## config.mk

```make
export PLATFORM = sky130hd
export DESIGN_NAME = mem_arbiter_flat
export DESIGN_NICKNAME = d
export VERILOG_FILES = /design/src/rtl/mem_arb_pkg.sv /design/src/rtl/mem_arbiter_if.sv /design/src/rtl/mem_arbiter.sv /design/src/flat_wrapper.sv
export SDC_FILE = /design/constraint.sdc
export NUM_CORES = 1
export LEC_CHECK = 0
export ABC_AREA = 1
export BUFFER_PORTS_ARGS = -buffer_cell sky130_fd_sc_hd__buf_2
export CORE_AREA = 8 8 225 227
export CTS_CLUSTER_SIZE = 30
export DETAILED_ROUTE_END_ITERATION = 8
export DIE_AREA = 0 0 233 235
export PLACE_DENSITY = 0.53
export SYNTH_ARGS = -nofsm -noshare
export SYNTH_HDL_FRONTEND = slang
export SYNTH_SLANG_ARGS = --single-unit
export TNS_END_PERCENT = 20
```

## constraint.sdc

```tcl
create_clock -name clk -period 1.53 [get_ports clk]
set_clock_uncertainty 0.1 [all_clocks]
set_input_delay 0.2295 -clock clk [delete_from_list [all_inputs] [get_ports clk]]
set_output_delay 0.2295 -clock clk [all_outputs]
set_load 0.05 [all_outputs]
```

## src/rtl/mem_arb_pkg.sv

```systemverilog
// Shared constants for the data-memory arbiter: FSM encodings, owner ids
// and default bus widths.
package mem_arb_pkg;

    localparam int unsigned ADDR_W_DEF       = 64;
    localparam int unsigned DATA_W_DEF       = 64;
    localparam int unsigned STARVE_LIMIT_DEF = 4;

    localparam logic [1:0] IDLE = 2'd0;
    localparam logic [1:0] BUSY = 2'd1;
    localparam logic [1:0] RESP = 2'd2;

    localparam logic OWNER_1 = 1'b0;
    localparam logic OWNER_2 = 1'b1;

endpackage

```

## src/rtl/mem_arbiter_if.sv

```systemverilog
// Single-port memory bus between the arbiter (master) and the data memory
// (slave); one access in flight, completed by mem_ready.
interface mem_arbiter_if
    import mem_arb_pkg::*;
#(
    parameter int unsigned ADDR_W = ADDR_W_DEF,
    parameter int unsigned DATA_W = DATA_W_DEF
);

    logic              mem_req;
    logic [ADDR_W-1:0] mem_addr;
    logic              mem_write;
    logic [DATA_W-1:0] mem_wdata;
    logic [DATA_W-1:0] mem_rdata;
    logic              mem_ready;

    modport master (
        output mem_req, mem_addr, mem_write, mem_wdata,
        input  mem_rdata, mem_ready
    );

    modport slave (
        input  mem_req, mem_addr, mem_write, mem_wdata,
        output mem_rdata, mem_ready
    );

endinterface

```

## src/rtl/mem_arbiter.sv

```systemverilog
// Two-requester data-memory arbiter: MEM-stage port 1 has priority, fetch
// port 2 is forced through after STARVE_LIMIT consecutive port-1 grants.
module mem_arbiter
    import mem_arb_pkg::*;
#(
    parameter int unsigned ADDR_W       = ADDR_W_DEF,
    parameter int unsigned DATA_W       = DATA_W_DEF,
    parameter int unsigned STARVE_LIMIT = STARVE_LIMIT_DEF
) (
    input  logic              clk,
    input  logic              rst,
    input  logic              req_1,
    input  logic [ADDR_W-1:0] addr_1,
    input  logic              write_1,
    input  logic [DATA_W-1:0] wdata_1,
    input  logic              req_2,
    input  logic [ADDR_W-1:0] addr_2,
    input  logic              write_2,
    input  logic [DATA_W-1:0] wdata_2,
    output logic              ready_1,
    output logic              ready_2,
    output logic [DATA_W-1:0] rdata_1,
    output logic [DATA_W-1:0] rdata_2,
    output logic              stall,
    mem_arbiter_if.master     mem
);

    localparam int unsigned CNT_W = $clog2(STARVE_LIMIT + 1);
    localparam logic [CNT_W-1:0] CNT_MAX = CNT_W'(STARVE_LIMIT);

    logic [1:0]        state;
    logic [1:0]        state_nxt;
    logic              grant_2;
    logic              owner;
    logic [CNT_W-1:0]  starve_cnt;
    logic              mem_req_q;
    logic [ADDR_W-1:0] mem_addr_q;
    logic              mem_write_q;
    logic [DATA_W-1:0] mem_wdata_q;

    // State register
    always_ff @(posedge clk) begin
        if (rst) begin
            state <= IDLE;
        end else begin
            state <= state_nxt;
        end
    end

    // Next state and grant decision
    always_comb begin
        state_nxt = state;
        grant_2   = 1'b0;
        case (state)
            IDLE: begin
                if (req_1 || req_2) begin
                    state_nxt = BUSY;
                    grant_2   = !req_1 || (req_2 && (starve_cnt == CNT_MAX));
                end
            end
            BUSY: begin
                if (mem.mem_ready) begin
                    state_nxt = RESP;
                end
            end
            RESP:    state_nxt = IDLE;
            default: state_nxt = IDLE;
        endcase
    end

    // Request latch, starvation counter, completion pulse and read data
    always_ff @(posedge clk) begin
        if (rst) begin
            owner       <= OWNER_1;
            starve_cnt  <= '0;
            mem_req_q   <= 1'b0;
            mem_addr_q  <= '0;
            mem_write_q <= 1'b0;
            mem_wdata_q <= '0;
            ready_1     <= 1'b0;
            ready_2     <= 1'b0;
            rdata_1     <= '0;
            rdata_2     <= '0;
        end else begin
            ready_1 <= 1'b0;
            ready_2 <= 1'b0;
            case (state)
                IDLE: begin
                    if (req_1 || req_2) begin
                        owner       <= grant_2 ? OWNER_2 : OWNER_1;
                        mem_req_q   <= 1'b1;
                        mem_addr_q  <= grant_2 ? addr_2  : addr_1;
                        mem_write_q <= grant_2 ? write_2 : write_1;
                        mem_wdata_q <= grant_2 ? wdata_2 : wdata_1;
                        // Only a port-1 grant that bypasses a waiting port 2 counts
                        if (!grant_2 && req_2) begin
                            if (starve_cnt != CNT_MAX) begin
                                starve_cnt <= starve_cnt + CNT_W'(1);
                            end
                        end else begin
                            starve_cnt <= '0;
                        end
                    end
                end
                BUSY: begin
                    if (mem.mem_ready) begin
                        mem_req_q <= 1'b0;
                        if (owner == OWNER_1) begin
                            ready_1 <= 1'b1;
                            if (!mem_write_q) begin
                                rdata_1 <= mem.mem_rdata;
                            end
                        end else begin
                            ready_2 <= 1'b1;
                            if (!mem_write_q) begin
                                rdata_2 <= mem.mem_rdata;
                            end
                        end
                    end
                end
                default: ;
            endcase
        end
    end

    assign mem.mem_req   = mem_req_q;
    assign mem.mem_addr  = mem_addr_q;
    assign mem.mem_write = mem_write_q;
    assign mem.mem_wdata = mem_wdata_q;

    assign stall = (req_1 && !ready_1) || (req_2 && !ready_2);

endmodule

```

## src/flat_wrapper.sv

```systemverilog
// flat-port wrapper written by rule: the top's interface ports become plain ports
module mem_arbiter_flat import mem_arb_pkg::*;
#(
    parameter int unsigned ADDR_W       = ADDR_W_DEF,
    parameter int unsigned DATA_W       = DATA_W_DEF,
    parameter int unsigned STARVE_LIMIT = STARVE_LIMIT_DEF
)
  (clk, rst, req_1, addr_1, write_1, wdata_1, req_2, addr_2, write_2, wdata_2, ready_1, ready_2, rdata_1, rdata_2, stall, mem_mem_req, mem_mem_addr, mem_mem_write, mem_mem_wdata, mem_mem_rdata, mem_mem_ready);
  mem_arbiter_if #(.ADDR_W(ADDR_W), .DATA_W(DATA_W)) mem_i ();
  input  logic clk;
  input  logic rst;
  input  logic req_1;
  input  logic [ADDR_W-1:0] addr_1;
  input  logic write_1;
  input  logic [DATA_W-1:0] wdata_1;
  input  logic req_2;
  input  logic [ADDR_W-1:0] addr_2;
  input  logic write_2;
  input  logic [DATA_W-1:0] wdata_2;
  output logic ready_1;
  output logic ready_2;
  output logic [DATA_W-1:0] rdata_1;
  output logic [DATA_W-1:0] rdata_2;
  output logic stall;
  output wire logic [$bits(mem_i.mem_req)-1:0] mem_mem_req;
  output wire logic [$bits(mem_i.mem_addr)-1:0] mem_mem_addr;
  output wire logic [$bits(mem_i.mem_write)-1:0] mem_mem_write;
  output wire logic [$bits(mem_i.mem_wdata)-1:0] mem_mem_wdata;
  input wire logic [$bits(mem_i.mem_rdata)-1:0] mem_mem_rdata;
  input wire logic [$bits(mem_i.mem_ready)-1:0] mem_mem_ready;
  assign mem_mem_req = mem_i.mem_req;
  assign mem_mem_addr = mem_i.mem_addr;
  assign mem_mem_write = mem_i.mem_write;
  assign mem_mem_wdata = mem_i.mem_wdata;
  assign mem_i.mem_rdata = mem_mem_rdata;
  assign mem_i.mem_ready = mem_mem_ready;
  mem_arbiter #(.ADDR_W(ADDR_W), .DATA_W(DATA_W), .STARVE_LIMIT(STARVE_LIMIT)) u_core (.clk(clk), .rst(rst), .req_1(req_1), .addr_1(addr_1), .write_1(write_1), .wdata_1(wdata_1), .req_2(req_2), .addr_2(addr_2), .write_2(write_2), .wdata_2(wdata_2), .ready_1(ready_1), .ready_2(ready_2), .rdata_1(rdata_1), .rdata_2(rdata_2), .stall(stall), .mem(mem_i));
endmodule
```

# == Yosys cells after proc, flatten, opt, wreduce, memory -nomap -nowiden ==
# Cells that the tools add are included.
# totals
register_bits,266
input_bits,327
out_inout_bits,261
# op_classes
n_addsub,1
eq_ne,6
mux,16
bitwise_logic,4
reduce_logical,20
# op_table
operator,count
2-to-1 mux 64 bit,2
2-to-1 mux 1 bit,8
AND reduction 4 bit,2
2-to-1 mux 3 bit,2
AND reduction 3 bit,2
logical AND 1 bit,4
zero test 1 bit,4
2-to-1 mux 2 bit,2
inequality test 2 bit (second input constant),2
inverter 1 bit,4
case mux 2 bit (2 select lines),1
AND reduction 2 bit,2
adder 3 x 1 -> 3 bit (second input constant),1
equality test 3 bit (second input constant),1
logical OR 1 bit,3
inequality test 3 bit (second input constant),1
OR reduction 3 bit,1
equality test 2 x 1 -> 1 bit (second input constant),1
zero test 2 bit,1
inequality test 2 x 1 -> 1 bit (second input constant),1
case mux 1 bit (2 select lines),1
nonzero test 2 bit,1

# == Depth between registers and ports, before layout ==
# Gate-level depths: netlist of the first run.
# logic_depth
ltp_word,9
depth_mapped,11

# == Worst setup path after synthesis of the first run ==
# OpenSTA, ideal clock, no wires.
# synth_path
path_kind,in2out
startpoint,in req_2
endpoint,out stall
arrival_time_ps,1407
required_ps,1201
path_slack_ps,-207
cell_stages,4
n_path_buf,2
path_cell_list,buf_2 -> buf_2 -> inv_1 -> o22ai_1
# synth_between
elab_chain_cells,2
# synth_rtl
element,line_no,rtl
from (decl),flat_wrapper.sv:16,input logic req_2;
logical AND 1 bit,mem_arbiter.sv:131,assign stall = (req_1 && !ready_1) || (req_2 && !ready_2);
logical OR 1 bit,mem_arbiter.sv:131,
to (decl),flat_wrapper.sv:24,output logic stall;
# No other way between the ends.

# == Final worst setup path of the first run ==
# layout_path
startpoint,reg u_core.state[0]
endpoint,"reg u_core.mem_addr_q[29], in the netlist u_core.mem.mem_addr[29]"
# layout_between
elab_chain_cells,3
elab_cells_between_ends,4
# layout_rtl
element,line_no,rtl
from (decl),mem_arbiter.sv:31,logic [1:0] state;
from (signal assigned),mem_arbiter.sv:46,state <= state_nxt;
zero test 2 bit *,"mem_arbiter.sv:54, mem_arbiter.sv:87",
2-to-1 mux 1 bit,mem_arbiter.sv:54,case (state)
2-to-1 mux 64 bit,mem_arbiter.sv:92,mem_addr_q <= grant_2 ? addr_2 : addr_1;
to (signal assigned),mem_arbiter.sv:92,
to (decl),mem_arbiter.sv:37,logic [ADDR_W-1:0] mem_addr_q;
# Mark *: on every way between the ends. The rest lies on a longest branch, timed or not.
# A chain may end at the register's enable or synchronous reset.

==> results of run 1 <==
flip-flops by register name, indices dropped and copies added, names as in the netlist:
signal	count
u_core.mem.mem_addr	64
u_core.mem.mem_wdata	64
u_core.rdata_1	64
u_core.rdata_2	64
u_core.starve_cnt	3
u_core.state	2
u_core.mem.mem_req	1
u_core.mem.mem_write	1
u_core.owner	1
u_core.ready_1	1
u_core.ready_2	1
area by class of cell:
cell class                      instances  area share, %
Antenna cell                            9          0.103
Clock buffer                           47           4.64
Clock inverter                         11          0.607
Inverter                              207           3.60
Multi-Input combinational cell       1260           26.0
Sequential cell                       266           24.4
Tap cell                              615           3.52
Timing Repair Buffer                 1018           37.2
critical path, cell delays in order, from the launching register on:
cell	delay, ps
dfxtp_2	330
buf_6	110
nor2_4	200
buf_4	160
buf_12	170
buf_8	160
nand4_1	120
nand3_1	130
nand2_1	70
inv_1	70
layer usage:
layer	global-route usage (%)	up-vias	routed length, um
met5	0	-	13
met4	8.85	2	2710
met3	5.70	210	6150
met2	31.4	902	27200
met1	22.1	7046	22700
li1	-	7660	-
per-stage QoR:
stage	setup WS, ps	util [%]	hold slack (ps)
final	-155	46.3	1.71
after detailed placement	-141	34.3	363
after floorplan	-26.0	-	294
after global placement	-137	34.3	357
after global routing	-263	46.3	13.9
after CTS	-94.1	44.4	-127
worst max path at each step:
| stage | startpoint | endpoint | slack (ps) |
|---|---|---|---|
| final | u_core.state[0] | u_core.mem.mem_addr[29] | -150 |
| after global routing | u_core.state[0] | u_core.mem.mem_addr[27] | -260 |
| after CTS | u_core.state[0] | u_core.mem.mem_addr[57] | -90 |
| after detailed placement | u_core.state[0] | u_core.starve_cnt[1] | -140 |
| after global placement | u_core.state[0] | u_core.mem.mem_wdata[7] | -140 |
| after floorplan | u_core.starve_cnt[0] | u_core.mem.mem_addr[21] | -30 |
kinds of logic after synthesis:
logic type,count (synthesis)
AND/OR/NAND/NOR,1185
flip-flops,266
AO/OA/AOI/OAI,73
buffers and inverters,348
adder cells (fa/ha/maj),2
synth_stat cells (3+ instances only):
library cell and instances:
nand3_1 131, nor2_1 519, buf_4 10, clkbuf_1 55
nor3_1 3, buf_2 72, o21ai_0 65, inv_1 205
dfxtp_1 266, a21oi_1 6, nand4_1 129, nand2_1 402
buf_1 4
what timing repair did:
action,in CTS,in global routing
resized for setup,68,137
buffers inserted,8,6
cloned,4,18
hold endpoints to repair,261,1
hold buffers,319,1
pin swaps,4,20
setup endpoints to repair,194,286
where the power goes:
group	leakage (nW)	switching (W)	internal, W
combinational	8.70	0.00453	0.00272
clock	0.568	0.00315	0.00512
sequential	2.19	0.000322	0.00750
total	11.5	0.00801	0.0153
==> summary.md, run 1 <==
| Metric | Value |
|---|---|
| Placed cells | 3011 |
| Top cell type's share of synthesized area | about 44% |
| Leak Pwr | 11.5 nW |
| Drt initial violations | 1157 |
| First-pass GRT wire length | 84.3 mm |
| First-pass iteration count of the detailed router | 5 |
| Die outline width | 233 um |
| Worst reg2reg path endpoint | u_core.mem.mem_addr[29] |
| Row cnt | 80 |
| Reg area | 5330 um^2 |
| Crit. End Element | register |
| Final RePlAce weighted congestion | roughly 0.85 |
| Synth cell types | 18 |
| Synth Area in XOR/XNOR | 0% |
| Fraction of registers with async set/reset | 0% |
| Max-slew violation count | 0 |
| CTS tree | yes |
| Slew margin rel. | 76.5% |
| Crit Path Max Fanout | 12 |
| DRT antenna net count | 0 |
| Critical path type | register to register |
| Top FF cell, synth | dfxtp_1 |
| R2r setup slk | -150 ps |
| Hold Path Class | input port to register |
| Most common cell after layout, fill and taps aside | buf_2 |
| CTS Buf Count | 34 |
| Final setup TNS | -10420 ps |
| DR vias | around 16k |
| Clock buffer depth | 3 |
| Hold worst-path end | u_core.mem.mem_addr[57] |
| Worst-Margin Slew | 353 ps |
| Min Tclk post-route | 1680 ps |
| Yosys top cell by area | dfxtp_1 |
| WL per Instance | 17.1 um |
| Pin count of the biggest net entering global routing | 72 |
| Antenna violations before repair | 10 |
| Core area | 47100 um^2 |
| CP required | 1920 ps |
| Drt drc | 0 |
| P per Cell Area | roughly 1100 nW/um^2 |
| Vias per cell | around 4.6 |
| Yosys warnings | 0 |
| Synth Register Bits | 266 |
| Final Cell Area | ~22000 um^2 |
| Number of synthesized flops with an enable pin | 0 |
| Hold path cells | 5 |
| RR Startpoint | u_core.state[0] |
| Final worst-path cycle share | 110% |
| Max-Cap Viols | 0 |
| RSZ-0062 raised after global routing | true |
| Post-Synth Adder-Cell Area | 0.207% |
| HP Start | addr_2[57] |
| Fill cell count | 4473 |
| Grt ovf | 0 |
| Worst VDD drop | approximately 0.00076 V |
| Final nets | between 3k and 4k |
| Synth-to-Final Area Change | 80.5% |
| IO buf count | 587 |
| Dpl hpwl | between 30 and 40 mm |
| Total Power | 0.0233 W |
| Die ar. | 54800 um^2 |
| Status | finished with violations |
| CTS Sinks | 266 |
| Largest family of logic cells by synthesized area | simple AND/OR/NAND/NOR gates |
| Root buf cell | clkbuf_16 |
| Syn avg cell area | roughly 6.5 um^2 |
| Launching element type of the critical path | register |
| Seq/Total Area, Yosys | approximately 44% |
| Total Wirelength | 58.7 mm |
| Final Hold Violating Endpoints | 0 |
| Starting Density | 25.7% |
| Worst-Skew Late Latency | approximately 530 ps |
| Post-Synth Simple-Gate Area | 40.8% |
| Post-Synthesis Cells | 1874 |
| Violated checks | setup timing |
| WP data arrival | a little over 2000 ps |
| Most frequent cells in the layout | 504 x buf_2, 502 x nor2_1, 381 x nand2_1, 320 x dlygate4sd3_1, 261 x dfxtp_1 |
| FMAX | a little under 0.6 GHz |
| Placed inst area | 16200 um^2 |
| # IOs | 588 |
| Layout cells sized above 1 | 29.4% |
| CTS clk-pin slew, worst paths | 60 ps |
| Area of the multi-input gates | around 5700 um^2 |
| CTS H-Tree Depth | 2 |
| Synthesized Nets | around 2.2k |
| Ranking of synthesized cells by area | dfxtp_1 44%, nor2_1 16%, nand2_1 12% |
| Die Y | 235 um |
| Worst Reg2Reg Path Length in Cells | 9 |
| Non-filler cells, final | between 3k and 4k |
| Area of the mapped netlist | 12100 um^2 |
| Post-synthesis compound-gate area fraction | 3.12% |
| Count of final setup violators | around 130 |
| Worst setup margin | -155 ps |
| Vias in the first global route | 15.3k |
| Total global-route track usage | 18.9% |
| Mux share of post-synthesis cell area | 0% |
Note: power is estimated with default switching activity, not from simulation.
==> run 2, diff against run 1 <==
Settings changed: PLACE_DENSITY 0.53 to 0.51, SLEW_MARGIN from default to 20.
Clock period 1.53 ns to 1.8 ns, I/O delays scaled along.
==> run 2 against run 1 <==
Effect of this change:
- the flow now finishes without violations
- global-route usage about the same
- power decreased by 19%
- core utilization decreased by 3.8 points
- register-to-register slack improved by 250 ps
- combinational power decreased by 25%
- cell count decreased by 2.3%
- flip-flop and latch count unchanged
- largest cell class unchanged
- first-iteration DRC count decreased by 19%
==> summary.md, run 2 (same netlist as run 1, synthesis figures left out) <==
| Metric | Value |
|---|---|
| Core area | 47100 um^2 (unchanged) |
| Die ar. | 54800 um^2 (unchanged) |
| Hold_ws | 29.2 ps (+27.5 ps) |
| Layout cells sized above 1 | 26.0% (-3.4 points) |
| Total Power | 0.0188 W (-19%) |
| CTS Buf Count | 34 (unchanged) |
| Worst VDD drop | 0.000735 V (-3.1%) |
| Worst path top cell family by delay | flip-flops |
| WP data arrival | 1350 ps (-720 ps) |
| Grt ovf | 0 (unchanged) |
| Crit-path slowest cell | dfxtp_1 |
| Most common cell after layout, fill and taps aside | buf_2 |
| Final nets | 3032 (-2.7%) |
| DRT antenna net count | 0 (unchanged) |
| Crit-path cells | o22ai_2, buf_2 |
| Count of final setup violators | 0 (-100%) |
| Worst-Skew Late Latency | 520 ps (about the same) |
| Launching element type of the critical path | register |
| Drt initial violations | 942 (-19%) |
| Fill cell count | 4797 (+7.2%) |
| Die Y | 235 um (unchanged) |
| Synth-to-Final Area Change | 65.7% |
| Starting Density | 25.7% (unchanged) |
| DR vias | 15.1k (-4.4%) |
| Pin count of the biggest net entering global routing | 94 (+31%) |
| Max-slew violation count | 0 (unchanged) |
| Dpl hpwl | 39.1 mm (+1.3%) |
| CTS clk-pin slew, worst paths | 60 ps (about the same) |
| Slew margin rel. | 69.6% (-6.8 points) |
| Worst Path Buf+Inv | 1 (-4) |
| CTS tree | yes |
| Vias per cell | 4.51 (-2.1%) |
| CTS H-Tree Depth | 2 (unchanged) |
| P per Cell Area | 937 nW/um^2 (-12%) |
| Crit. End Element | output pin |
| Critical path type | register to output pin |
| Clock buffer depth | 3 (unchanged) |
| Total Wirelength | 55.5 mm (-5.6%) |
| First-pass iteration count of the detailed router | 7 (+2) |
| Slowest stage delay, CP | 340 ps (about the same) |
| Worst-Margin Slew | 456 ps (+103 ps) |
| Final RePlAce weighted congestion | 0.902 (+6.2%) |
| # IOs | 588 (unchanged) |
| Leak Pwr | 10.8 nW (-6.1%) |
| Max-Cap Viols | 0 (unchanged) |
| Root buf cell | clkbuf_16 |
| Die outline width | 233 um (unchanged) |
| RSZ-0062 raised after global routing | true |
| Crit Path Max Fanout | 2 (-10) |
| Final Hold Violating Endpoints | 0 (unchanged) |
| IO buf count | 587 (unchanged) |
| Drt drc | 0 (unchanged) |
| WL per Instance | 16.5 um (-3.3%) |
| Hold Path Class | input port to register |
| CTS Sinks | 266 (unchanged) |
| Total global-route track usage | 18.9% (-0.043 points) |
| Most frequent cells in the layout | 585 x buf_2, 519 x nor2_1, 401 x nand2_1, 286 x dlygate4sd3_1, 265 x dfxtp_1 |
| First-pass GRT wire length | 84.0 mm (-0.34%) |
| Final worst-path cycle share | 95.3% |
| Antenna violations before repair | 13 (+3) |
| Row cnt | 80 (unchanged) |
| Min Tclk post-route | 1720 ps |
| FMAX | 0.583 GHz |
| Status | finished, final reports clean |
| CP required | 1430 ps (-490 ps) |
| Vias in the first global route | 15.2k (-0.88%) |
[run 2: cell types whose count changed in the layout (fill, tap and decap cells not counted), moves of 34 or more]
| cell | before | now |
|---|---|---|
| clkbuf_4 | 48 | 0 |
| buf_2 | 504 | 585 |
| buf_4 | 67 | 32 |
| dlygate4sd3_1 | 320 | 286 |
[run 2: through the flow]
step,cells,utilization [%],cell area (um^2),setup TNS [ps],setup WS [ps]
floorplan,1874,-,12100,0,230
finish,3353,42.6,20100,0,83.9
global placement,2991,33.8,16000,0,151
CTS,3335,42.2,19900,0,38.8
global route,3352,42.6,20100,-37.4,-24.4
detailed placement,2991,33.8,16000,0,99.8
[run 2: power breakdown]
group          leakage (nW)  switching (W)  internal [W]
clock network         0.546        0.00265       0.00413
logic                  8.03        0.00362       0.00178
registers              2.18       0.000251       0.00637
[run 2: timing repair]
item,in CTS,in global routing
hold buffers,286,0
buffers inserted,0,2
setup endpoints to repair,0,34
gates resized for setup,0,3
endpoints found under the hold margin,255,0
[run 2: area by class of cell]
cell class / count / area, um^2 / area share, %
Timing Repair Buffer: 934 / 6670 / 33.2
Multi-Input combinational cell: 1260 / 5390 / 26.8
Sequential cell: 266 / 5330 / 26.5
Clock buffer: 52 / 1040 / 5.19
Inverter: 207 / 783 / 3.90
Tap cell: 615 / 769 / 3.83
Clock inverter: 6 / 61.3 / 0.306
Antenna cell: 13 / 32.5 / 0.162
[run 2: path summary, 6_finish.rpt]
kind                              from                       end  slack, ps  cells past startpoint
hold / removal             wdata_2[11]  u_core.mem.mem_wdata[11]         30                      5
setup / recovery        u_core.ready_1                     stall         80                      2
setup reg to reg  u_core.starve_cnt[1]   u_core.mem.mem_addr[25]        100                     10
hold reg to reg     u_core.rdata_1[35]        u_core.rdata_1[35]        370                      2
[run 2: worst reg2reg max path, delay by kind of cell (launching register included)]
family / cells / cell delay (ps)
adder cells (fa/ha/maj): 1 / 180
flip-flops: 1 / 360
AND/OR/NAND/NOR: 5 / 520
buffers and inverters: 4 / 440
[run 2: per-layer routing]
| metal | GRT usage, % | wire length [um] |
|---|---|---|
| met4 | 8.27 | 2340 |
| met1 | 21.6 | 21900 |
| met5 | 0 | 12 |
| met2 | 31.5 | 25600 |
| met3 | 6.49 | 5600 |
==> run 3, diff against run 2 <==
Settings changed: PLACE_DENSITY 0.51 to default.
==> run 3 against run 2 <==
Effect of this change:
- die area stayed put
- cell count is 1.0% higher
- setup slack better by 21 ps
- routed wire length is 0.55% higher
- count of clock-buffer cells in the layout is 7 lower
- clock power is 7.7% lower
- sequential share of layout area is 0.53 points lower
- maximum frequency is 1.3% higher
- power is 1.8% lower
- highest routed layer is now met4
- register-to-register slack hardly changed
- first-iteration DRC count is 18% higher
==> summary.md, run 3 (same netlist as run 1, synthesis figures left out) <==
| Metric | Value |
|---|---|
| Status | finished, final reports clean |
| Worst path top cell family by delay | simple AND/OR/NAND/NOR gates |
| Worst VDD drop | 0.000816 V (+11%) |
| Most frequent cells in the layout | 584 x buf_2, 518 x nor2_1, 400 x nand2_1, 322 x dlygate4sd3_1, 264 x dfxtp_1 |
| Worst Path Buf+Inv | 4 (+3) |
| Hold path cells | 5 (unchanged) |
| CTS clk-pin slew, worst paths | 60 ps (about the same) |
| Vias per cell | 4.64 (+2.8%) |
| Crit-path slowest cell | dfxtp_2 |
| Total global-route track usage | 18.8% (-0.063 points) |
| Final nets | 3074 (+1.4%) |
| RR Startpoint | u_core.starve_cnt[0] |
| Leak Pwr | 10.9 nW (+1.7%) |
| Core area | 47100 um^2 (unchanged) |
| Final RePlAce weighted congestion | 0.899 (-0.37%) |
| CP required | 2170 ps (+740 ps) |
| Antenna violations before repair | 8 (-5) |
| CTS H-Tree Depth | 1 (-1) |
| Crit-path cells | inv_1, ha_1, nand2_2, nand2_4, nand3_4, buf_12, buf_16, nand2_1, nand3_1, nand2_1, inv_1 |
| Hold worst-path end | u_core.owner |
| Count of final setup violators | 0 (unchanged) |
| FMAX | 0.590 GHz (+1.3%) |
| Hold_ws | 96.9 ps (+67.7 ps) |
| Max-slew violation count | 0 (unchanged) |
| Layout cells sized above 1 | 26.0% (about the same) |
| Die Y | 235 um (unchanged) |
| Area of the multi-input gates | 5400 um^2 (+0.19%) |
| Hold Path Class | input port to register |
| Final worst-path cycle share | 94.2% (-1.2 points) |
| Pin count of the biggest net entering global routing | 127 (+35%) |
| Dpl hpwl | 37.8 mm (-3.3%) |
| WL per Instance | 16.5 um (-0.49%) |
| HP Start | req_2 |
| Vias in the first global route | 15.7k (+3.8%) |
| Root buf cell | clkbuf_16 |
| Crit. End Element | register |
| P per Cell Area | 901 nW/um^2 (-3.8%) |
| Most common cell after layout, fill and taps aside | buf_2 |
| R2r setup slk | 110 ps (about the same) |
| Fill cell count | 4546 (-5.2%) |
| DR vias | 15.7k (+3.9%) |
| Final setup TNS | 0 ps (unchanged) |
| Synth-to-Final Area Change | 69.2% |
| CTS Buf Count | 31 (-8.8%) |
| # IOs | 588 (unchanged) |
| Core Util, Final | 43.4% (+0.88 points) |
| Crit Path Max Fanout | 7 (+5) |
| DRT antenna net count | 0 (unchanged) |
| IO buf count | 587 (unchanged) |
| Starting Density | 25.7% (unchanged) |
| Max-Cap Viols | 0 (unchanged) |
| Clock buffer depth | 3 (unchanged) |
| Total Wirelength | 55.8 mm (+0.55%) |
| Worst reg2reg path endpoint | u_core.mem.mem_wdata[54] |
| Launching element type of the critical path | register |
| Die ar. | 54800 um^2 (unchanged) |
| Slowest stage delay, CP | 330 ps (about the same) |
| CTS Sinks | 266 (unchanged) |
| Min Tclk post-route | 1690 ps (-21.2 ps) |
| Drt drc | 0 (unchanged) |
| Final Hold Violating Endpoints | 0 (unchanged) |
| Reg area | 5330 um^2 (about the same) |
| Grt ovf | 0 (unchanged) |
| WP data arrival | 2060 ps (+710 ps) |
| Drt initial violations | 1107 (+18%) |
| First-pass iteration count of the detailed router | 5 (-2) |
| Worst-Skew Late Latency | 570 ps (+50 ps) |
| Worst Reg2Reg Path Length in Cells | 11 (+1) |
| Die outline width | 233 um (unchanged) |
| Row cnt | 80 (unchanged) |
| Slew margin rel. | 57.6% (-12 points) |
| Critical path type | register to register |
| First-pass GRT wire length | 84.8 mm (+1.0%) |
| CTS tree | yes |
| Worst-Margin Slew | 636 ps (+180 ps) |
-- run 3: cell count changes in the layout (fill, tap and decap cells not counted), sizes merged --
cell | previous run | this run
dlygate4sd3 | 286 | 322
buf | 645 | 654
clkbuf | 55 | 48
diode | 13 | 9
bufinv | 1 | 2
clkinv | 5 | 6
inv | 207 | 206
-- run 3: area by class of cell --
| class | instances | share of cell area [%] |
|---|---|---|
| clock inverter | 7 | 0.434 |
| timing repair buffer | 979 | 35.1 |
| tap | 615 | 3.76 |
| multi-input combinational | 1260 | 26.3 |
| sequential | 266 | 26.0 |
| clock buffer | 45 | 4.44 |
| inverter | 207 | 3.82 |
| antenna | 9 | 0.110 |
-- run 3: through the flow --
step,instances,setup WS [ps],total power (W),instance area [um^2]
3_3_place_gp,2999,102,0.0116,16000
3_5_place_dp,2999,79.2,0.0116,16000
5_1_grt,3387,-1.03,0.0193,20500
4_1_cts,3373,45.0,0.0185,20300
2_1_floorplan,1874,230,0.00999,12100
6_report,3388,105,0.0185,20500
-- run 3: how the worst max path moves through the flow --
stage / from / endpoint / slack, ps / cells after the start
2_1_floorplan: u_core.mem.mem_write / u_core.rdata_1[59] / 230 / 6
3_3_place_gp: u_core.state[1] / u_core.mem.mem_wdata[14] / 100 / 7
3_5_place_dp: u_core.state[1] / u_core.mem.mem_wdata[14] / 80 / 7
4_1_cts: u_core.rdata_2[1] / rdata_2[1] / 50 / 1
5_1_grt: u_core.starve_cnt[0] / u_core.mem.mem_wdata[1] / -1 / 11
6_report: u_core.starve_cnt[0] / u_core.mem.mem_wdata[54] / 110 / 11
-- run 3: worst min-delay path: cells and delay by family --
| kind | cells | cell delay [ps] |
|---|---|---|
| buffers and inverters | 2 | 270 |
| AO/OA/AOI/OAI | 2 | 120 |
| AND/OR/NAND/NOR | 1 | 60 |
-- run 3: routing by layer --
layer	wire [um]	track usage, %	part of all wire [%]
met4	2550	8.46	4.6
met3	6130	5.59	11
met5	0	0	0
met1	21800	22.1	39
met2	25300	31.3	45
-- run 3: timing repair --
action / CTS / global route
setup endpoints to repair: 0 / 144
hold buffers: 322 / 0
setup buffers: 0 / 3
resized for setup: 0 / 18
hold endpoints to repair: 259 / 0
-- run 3: power by group --
part | switching (W) | internal [W] | leakage, nW
registers | 0.000268 | 0.00637 | 2.19
logic | 0.00365 | 0.00191 | 8.26
clock network | 0.00253 | 0.00373 | 0.495
